File: config.mk
export PLATFORM = sky130hd
export DESIGN_NAME = mem_write_dispatcher
export DESIGN_NICKNAME = d
export VERILOG_FILES = /design/src/rtl/mem_write_dispatcher.sv
export SDC_FILE = /design/constraint.sdc
export NUM_CORES = 1
export LEC_CHECK = 0
export ABC_CLOCK_PERIOD_IN_PS = 2200
export CAP_MARGIN = 20
export CORE_UTILIZATION = 41
export CTS_CLUSTER_DIAMETER = 100
export DETAILED_ROUTE_END_ITERATION = 6
export PLACE_DENSITY_LB_ADDON = 0.15
export SLEW_MARGIN = 10
export SYNTH_ARGS = -nofsm -noshare
export SYNTH_HDL_FRONTEND = slang
export SYNTH_SLANG_ARGS = --single-unit
File: constraint.sdc
create_clock -name clk -period 2.2 [get_ports clk]
set_input_delay 0.66 -clock clk [delete_from_list [all_inputs] [get_ports clk]]
set_output_delay 0.66 -clock clk [all_outputs]
set_load 0.01 [all_outputs]
File: src/rtl/mem_write_dispatcher.sv
// Store-side dispatcher: routes one datapath store to RAM, timer or HD.
// RAM/timer writes are one-cycle pulses; HD writes use req/ack with a timeout and stall the pipeline.
module mem_write_dispatcher #(
  parameter int HD_TIMEOUT = 64,
  parameter int CNT_W      = 16
) (
  input  logic             clk,
  input  logic             reset,
  input  logic             mem_write,
  input  logic [1:0]       sel,
  input  logic [31:0]      addr,
  input  logic [31:0]      wdata,
  output logic             ram_we,
  output logic [31:0]      ram_addr,
  output logic [31:0]      ram_wdata,
  output logic             timer_we,
  output logic [31:0]      timer_wdata,
  output logic             hd_req,
  output logic [31:0]      hd_addr,
  output logic [31:0]      hd_wdata,
  input  logic             hd_ack,
  output logic             stall,
  output logic             err,
  output logic [CNT_W-1:0] wr_count,
  output logic             state_dbg
);

  // HD handshake: hd_req rises the cycle after the request is accepted and stays
  // high with hd_addr/hd_wdata frozen until a cycle where hd_ack = 1 is sampled
  // (transfer done) or the timeout expires (abort); hd_ack is ignored otherwise.
  typedef enum logic {IDLE = 1'b0, HD_WAIT = 1'b1} state_t;

  localparam logic [15:0] TO_LAST = 16'(HD_TIMEOUT - 1);

  state_t      state, state_nxt;
  logic [15:0] tcnt, tcnt_nxt;
  logic        ram_we_nxt, timer_we_nxt, err_nxt;
  logic        ram_ld, timer_ld, hd_ld, cnt_inc;

  always_comb begin
    state_nxt    = state;
    tcnt_nxt     = tcnt;
    ram_we_nxt   = 1'b0;
    timer_we_nxt = 1'b0;
    ram_ld       = 1'b0;
    timer_ld     = 1'b0;
    hd_ld        = 1'b0;
    cnt_inc      = 1'b0;
    err_nxt      = err;
    case (state)
      IDLE: begin
        if (mem_write) begin
          case (sel)
            2'b01: begin
              ram_we_nxt = 1'b1;
              ram_ld     = 1'b1;
              cnt_inc    = 1'b1;
            end
            2'b10: begin
              timer_we_nxt = 1'b1;
              timer_ld     = 1'b1;
              cnt_inc      = 1'b1;
            end
            2'b11: begin
              hd_ld     = 1'b1;
              tcnt_nxt  = 16'd0;
              state_nxt = HD_WAIT;
            end
            default: err_nxt = 1'b1;
          endcase
        end
      end
      HD_WAIT: begin
        // An ack arriving on the timeout cycle still counts as success.
        if (hd_ack) begin
          state_nxt = IDLE;
          cnt_inc   = 1'b1;
        end else if (tcnt == TO_LAST) begin
          state_nxt = IDLE;
          err_nxt   = 1'b1;
        end else begin
          tcnt_nxt = tcnt + 16'd1;
        end
      end
      default: state_nxt = IDLE;
    endcase
  end

  always_ff @(posedge clk) begin
    if (reset) begin
      state       <= IDLE;
      tcnt        <= 16'd0;
      ram_we      <= 1'b0;
      ram_addr    <= 32'd0;
      ram_wdata   <= 32'd0;
      timer_we    <= 1'b0;
      timer_wdata <= 32'd0;
      hd_addr     <= 32'd0;
      hd_wdata    <= 32'd0;
      err         <= 1'b0;
      wr_count    <= '0;
    end else begin
      state    <= state_nxt;
      tcnt     <= tcnt_nxt;
      ram_we   <= ram_we_nxt;
      timer_we <= timer_we_nxt;
      err      <= err_nxt;
      if (ram_ld) begin
        ram_addr  <= addr;
        ram_wdata <= wdata;
      end
      if (timer_ld) timer_wdata <= wdata;
      if (hd_ld) begin
        hd_addr  <= addr;
        hd_wdata <= wdata;
      end
      if (cnt_inc) wr_count <= wr_count + CNT_W'(1);
    end
  end

  assign hd_req    = (state == HD_WAIT);
  // The request-cycle term holds the datapath before the HD transaction has started.
  assign stall     = (state == HD_WAIT) || ((state == IDLE) && mem_write && (sel == 2'b11));
  assign state_dbg = state;

endmodule

== Yosys cells after proc, flatten, opt, wreduce, memory -nomap -nowiden ==
Cells that the tools add are included.
Storage, ports and cells
  bits in latches: 0
  register bits after elaboration: 196
  memories kept: 0
  output and inout port bits: 182
  bits in writable memories: 0
  bits in read-only memories: 0
Operators by class
  equal/unequal tests: 10
  shift-type cells: 0
  $add $sub $neg: 2
  div/mod/pow operators: 0
  reduce and logical (&&, ||, !) cells: 7
  $lt $le $gt $ge: 0
  bitwise gates (word level): 1
  $mul: 0
  mux-type cells: 26
Operators with widths (number)
  2-to-1 mux 16 bit: 4
  adder 16 x 1 -> 16 bit (second input constant): 2
  case mux 16 bit (2 select lines): 1
  2-to-1 mux 1 bit: 18
  equality test 16 x 6 -> 1 bit (second input constant): 1
  != test 2 bit (second input constant): 4
  AND reduction 4 bit: 2
  case mux 1 bit (2 select lines): 3
  equality test 2 bit (second input constant): 2
  != test 2 x 1 -> 1 bit (second input constant): 2
  OR reduction 3 bit: 1
  equality test 2 x 1 -> 1 bit (second input constant): 1
  logical AND 1 bit: 2
  OR reduction 2 bit: 1
  logical OR 1 bit: 1
  inverter 1 bit: 1

== Longest topological paths before layout ==
Gate-level depths: netlist (run 1).
  depth after elaboration: 5
  mapped depth: 7
  depth with buffers taken out: 6

== Worst setup path before layout (run 1) ==
Ideal clock, no wire load.
  path type: input to output
  start: input port sel[0]
  end: output port stall
  required time: 1.540 ns
  stages on the path: 5
  arrival: 1.586 ns
  setup slack: -0.046 ns
  cells stage by stage: ha_1 > and3b_1 > clkbuf_1 > buf_2 > or2_2
On the way
  longest elaborated chain between the ends: 3
Ends and longest elaborated chain
  start, declared: line 10  | input logic [1:0] sel,
  equality test 2 bit: line 123  | assign stall = (state == HD_WAIT) || ((state == IDLE) && mem_write && (sel == 2'b11));
  logical AND 1 bit: line 123
  logical OR 1 bit: line 123
  end, declared: line 22  | output logic stall,
Every way passes these cells.

== Worst setup path after layout (run 1) ==
  start: input port sel[1]
  end: output port stall
The elaborated chain is that of the path after synthesis.

==> results.toml, run 1 <==
[status]
status = "complete, no violations"

[cts]
cts_tree = "yes"
path_clk_slew_ns = 0.07
cts_buffers = 17
cts.path.max_buffers = 2
clk_latency_ns = 0.44
holdBufCountCts = 0
root_buffer = "clkbuf_16"
cts.sinks = 196
htreeDepth = 4

[global_route]
grt_usage_pct = 22.5
overflow = 0
grt_pass1_vias = 6405
grt_pass1_wl_um = 32900
antenna_found_initial = 0
grt_start_max_net_pins = 75

[detailed_routing]
drt_first_pass_iters = 5
vias = 7130
wl_met3_um = 1700
ant_nets = 0
wire_per_inst_um = 15.4
dr.max_layer_used = "met4"
drt-initial-drc-count = 457
met1Wirelength_um = 9250
post-route-drc-count = 0
finalWirelength_um = 21800
vias_per_cell = 5.04
met2WireLength_um = 10400

[critical_path]
crit_chain = "buf_2 > ha_4 > and3b_2 > or2_4 > buf_6"
path_buf_inv = 2
path_delay_family = "simple AND/OR/NAND/NOR gates"
r2r_start = "tcnt[0]"
slowest_delay_ns = 0.24
reg2reg_to = "tcnt[14]"
crit_path_max_fanout = 2
cp_slowest_cell = "or2_4"
arrival_ns = 1.49
end_kind = "output pin"
worst_setup_path_start_kind = "input pin"
rr_worst_depth = 6
path_class = "in2out"
rrSetupSlack_ns = 0.30
worstPathRequired_ns = 1.54

[pwr]
max-vdd-ir-drop_uv = 545
pwr-share-comb_pct = 10.6
p_int_w = 0.00574
power.leakage_nw = 3.78
power_per_cell_area_mw_per_mm2 = 700
p_sw_w = 0.00199
seqPwrFrac_pct = 47.9
p_sw_share_pct = 25.7
p_clk_share_pct = 41.5

[die]
num_rows = 49
die_h_um = 137
die-area_sq_mm = 0.0188
initial_core_util_pct = 41.7
fp.coreArea_sq_mm = 0.0179
die_x_um = 137
ios = 252

[synth]
synth_seq_cells = 196
synthCells = 933
synthTopCellsByArea = "dfxtp_1, nand2_1, a21oi_1, clkbuf_1, buf_2"
yosysSeqAreaShare_pct = 52.5
synth_area_leader_cell = "dfxtp_1"
synth-main-ff-cell = "dfxtp_1"
synth_edf_count = 0
netlist_area_sq_mm = 0.00747
synth_top_area_share_pct = 52.5
avgSynthCellArea_sq_um = 8.01
synth_fp_nets = 1009
netlist_top_cells_count = "nand2_1, dfxtp_1, a21oi_1"
synthArstFlopShare_pct = 0
ys_warn_count = 0
yosysMostFrequentCell = "nand2_1"
synth_cell_types = 52

[layout]
final_nets = 1250
drive_gt1_share_pct = 8.00
diodes = 0
area_growth_pct = 47.7
stdcell_area_sq_mm = 0.0110
finalNonFillerCells = 1416

[timing]
slew_headroom_pct = 59.7
max_slew.worst_pin.slew_ns = 0.605
holdWs_ns = 0.454
skew_ns = 0.0117
slew_viol_final = 0
min_period_ns = 2.15
period_share_pct = 97.7
finalHoldViolations = 0
rsz0062_at_grt = "no"
setup_viol = 0
fmax_ghz = 0.465
setup_ws_ns = 0.0502

[hold_path]
holdPathStages = 2
hold_start = "hd_wdata[4]"
hold_path.class = "reg2reg"
holdPathEnd = "hd_wdata[4]"

[placement]
dp.cells = 1383
portBuffers = 251
gp_congestion = 0.810
pre_cts_slack_ns = -0.673
dpl_cell_area_sq_mm = 0.0104
hpwl_um = 14500

[job]
maxCapViolations = 0
==> worst max-delay path by stage <==
stage | from | to | slack [ns] | depth (start not counted)
6_report | sel[1] | stall | 0.05 | 5
5_1_grt | wr_count[5] | wr_count[5] | 0.01 | 1
4_1_cts | wr_count[3] | wr_count[3] | 0.002 | 1
3_5_place_dp | sel[0] | stall | -0.67 | 5
3_3_place_gp | sel[0] | stall | -0.67 | 5
2_1_floorplan | sel[0] | stall | 0.02 | 5
==> what timing repair did <==
action                     4_1_cts  5_1_grt
pin swaps                        3        0
setup endpoints to repair       54        3
gates resized for setup         18        3
buffers inserted                 1        0
==> stage by stage <==
step	total power (W)	TNS (ns)	utilization, %
6_report	0.00773	0	61.7
3_3_place_gp	0.00460	-37.89	58.2
5_1_grt	0.00801	0	61.7
2_1_floorplan	0.00411	0	-
4_1_cts	0.00781	0	61.6
3_5_place_dp	0.00461	-42.23	58.2
==> power by group through the flow <==
| stage | clock [W] | sequential [W] | combinational [W] |
|---|---|---|---|
| after CTS | 0.00328 | 0.00370 | 0.000825 |
| after global routing | 0.00341 | 0.00371 | 0.000886 |
| final | 0.00321 | 0.00370 | 0.000818 |
| after global placement | 0 | 0.00378 | 0.000819 |
| after floorplan | 0 | 0.00383 | 0.000273 |
| after detailed placement | 0 | 0.00379 | 0.000822 |
==> logic make-up (layout without fill, tap and decap cells) <==
logic type / Yosys count / after routing / share of synthesized area [%]
flops: 196 / 196 / 52.5
mux: 2 / 2 / 0.285
xor+xnor: 9 / 9 / 1.05
simple gates: 423 / 423 / 23.8
fa+ha+maj: 6 / 6 / 1.00
buf+inv: 81 / 335 / 4.62
compound gates: 216 / 216 / 16.7
==> layer usage <==
| metal | vias to the layer above | global-route usage [%] |
|---|---|---|
| met3 | 25 | 6.63 |
| li1 | 3596 | - |
| met2 | 240 | 38.2 |
| met4 | 0 | 7.88 |
| met5 | - | 0 |
| met1 | 3269 | 26.9 |
==> worst register-to-register path, stage by stage (launching register included) <==
cell and delay [ns]:
dfxtp_1 0.41, ha_1 0.24, and3_1 0.26, and4_1 0.40
a21oi_4 0.11, buf_4 0.16, o311ai_1 0.23
==> final cells by class <==
cell class / count / area [sq um]
tap: 229 / 287
multi-input combinational: 656 / 3230
clock buffer: 18 / 439
timing repair buffer: 291 / 2940
clock inverter: 14 / 175
inverter: 12 / 45.0
sequential: 196 / 3930
fill: 1618 / 6860
==> registers in the layout (all words and copies together), names as in the netlist, 16 cells and up <==
register     count
hd_addr         32
hd_wdata        32
ram_addr        32
ram_wdata       32
timer_wdata     32
tcnt            16
wr_count        16
==> cells in the final DEF (no fill, tap or decap), types with 4 or more instances in the layout <==
cell type        instances
nand3_1                 13
ha_1                     5
dfxtp_1                193
nand3b_1                 4
a21oi_1                171
o21ai_0                  8
or3_1                    7
nand2_1                339
buf_4                   29
a211oi_1                 5
and4_1                   6
nor4_1                   4
nand4_1                 11
buf_12                  11
clkbuf_16               17
inv_1                   12
nor2_1                  16
inv_8                    4
a41oi_1                  4
xnor2_1                  9
clkdlybuf4s50_1        244
inv_6                    5
nor2b_1                  4
Note: power is estimated with default switching activity, not from simulation.
==> run 2: changes to the inputs <==
--- a/config.mk
+++ b/config.mk
@@ -9,9 +9,9 @@
 export CAP_MARGIN = 20
 export CORE_UTILIZATION = 41
 export CTS_CLUSTER_DIAMETER = 100
+export CTS_CLUSTER_SIZE = 40
 export DETAILED_ROUTE_END_ITERATION = 6
 export PLACE_DENSITY_LB_ADDON = 0.15
-export SLEW_MARGIN = 10
 export SYNTH_ARGS = -nofsm -noshare
 export SYNTH_HDL_FRONTEND = slang
 export SYNTH_SLANG_ARGS = --single-unit
==> results of run 2 <==
Same layout as run 1: the final DEF is identical, and so are final timing and power.
==> run 3: changes to the inputs <==
--- a/config.mk
+++ b/config.mk
@@ -12,6 +12,7 @@
 export CTS_CLUSTER_SIZE = 40
 export DETAILED_ROUTE_END_ITERATION = 6
 export PLACE_DENSITY_LB_ADDON = 0.15
+export SKIP_LAST_GASP = 1
 export SYNTH_ARGS = -nofsm -noshare
 export SYNTH_HDL_FRONTEND = slang
 export SYNTH_SLANG_ARGS = --single-unit
==> results of run 3 <==
Same layout as run 1: the final DEF is identical, and so are final timing and power.
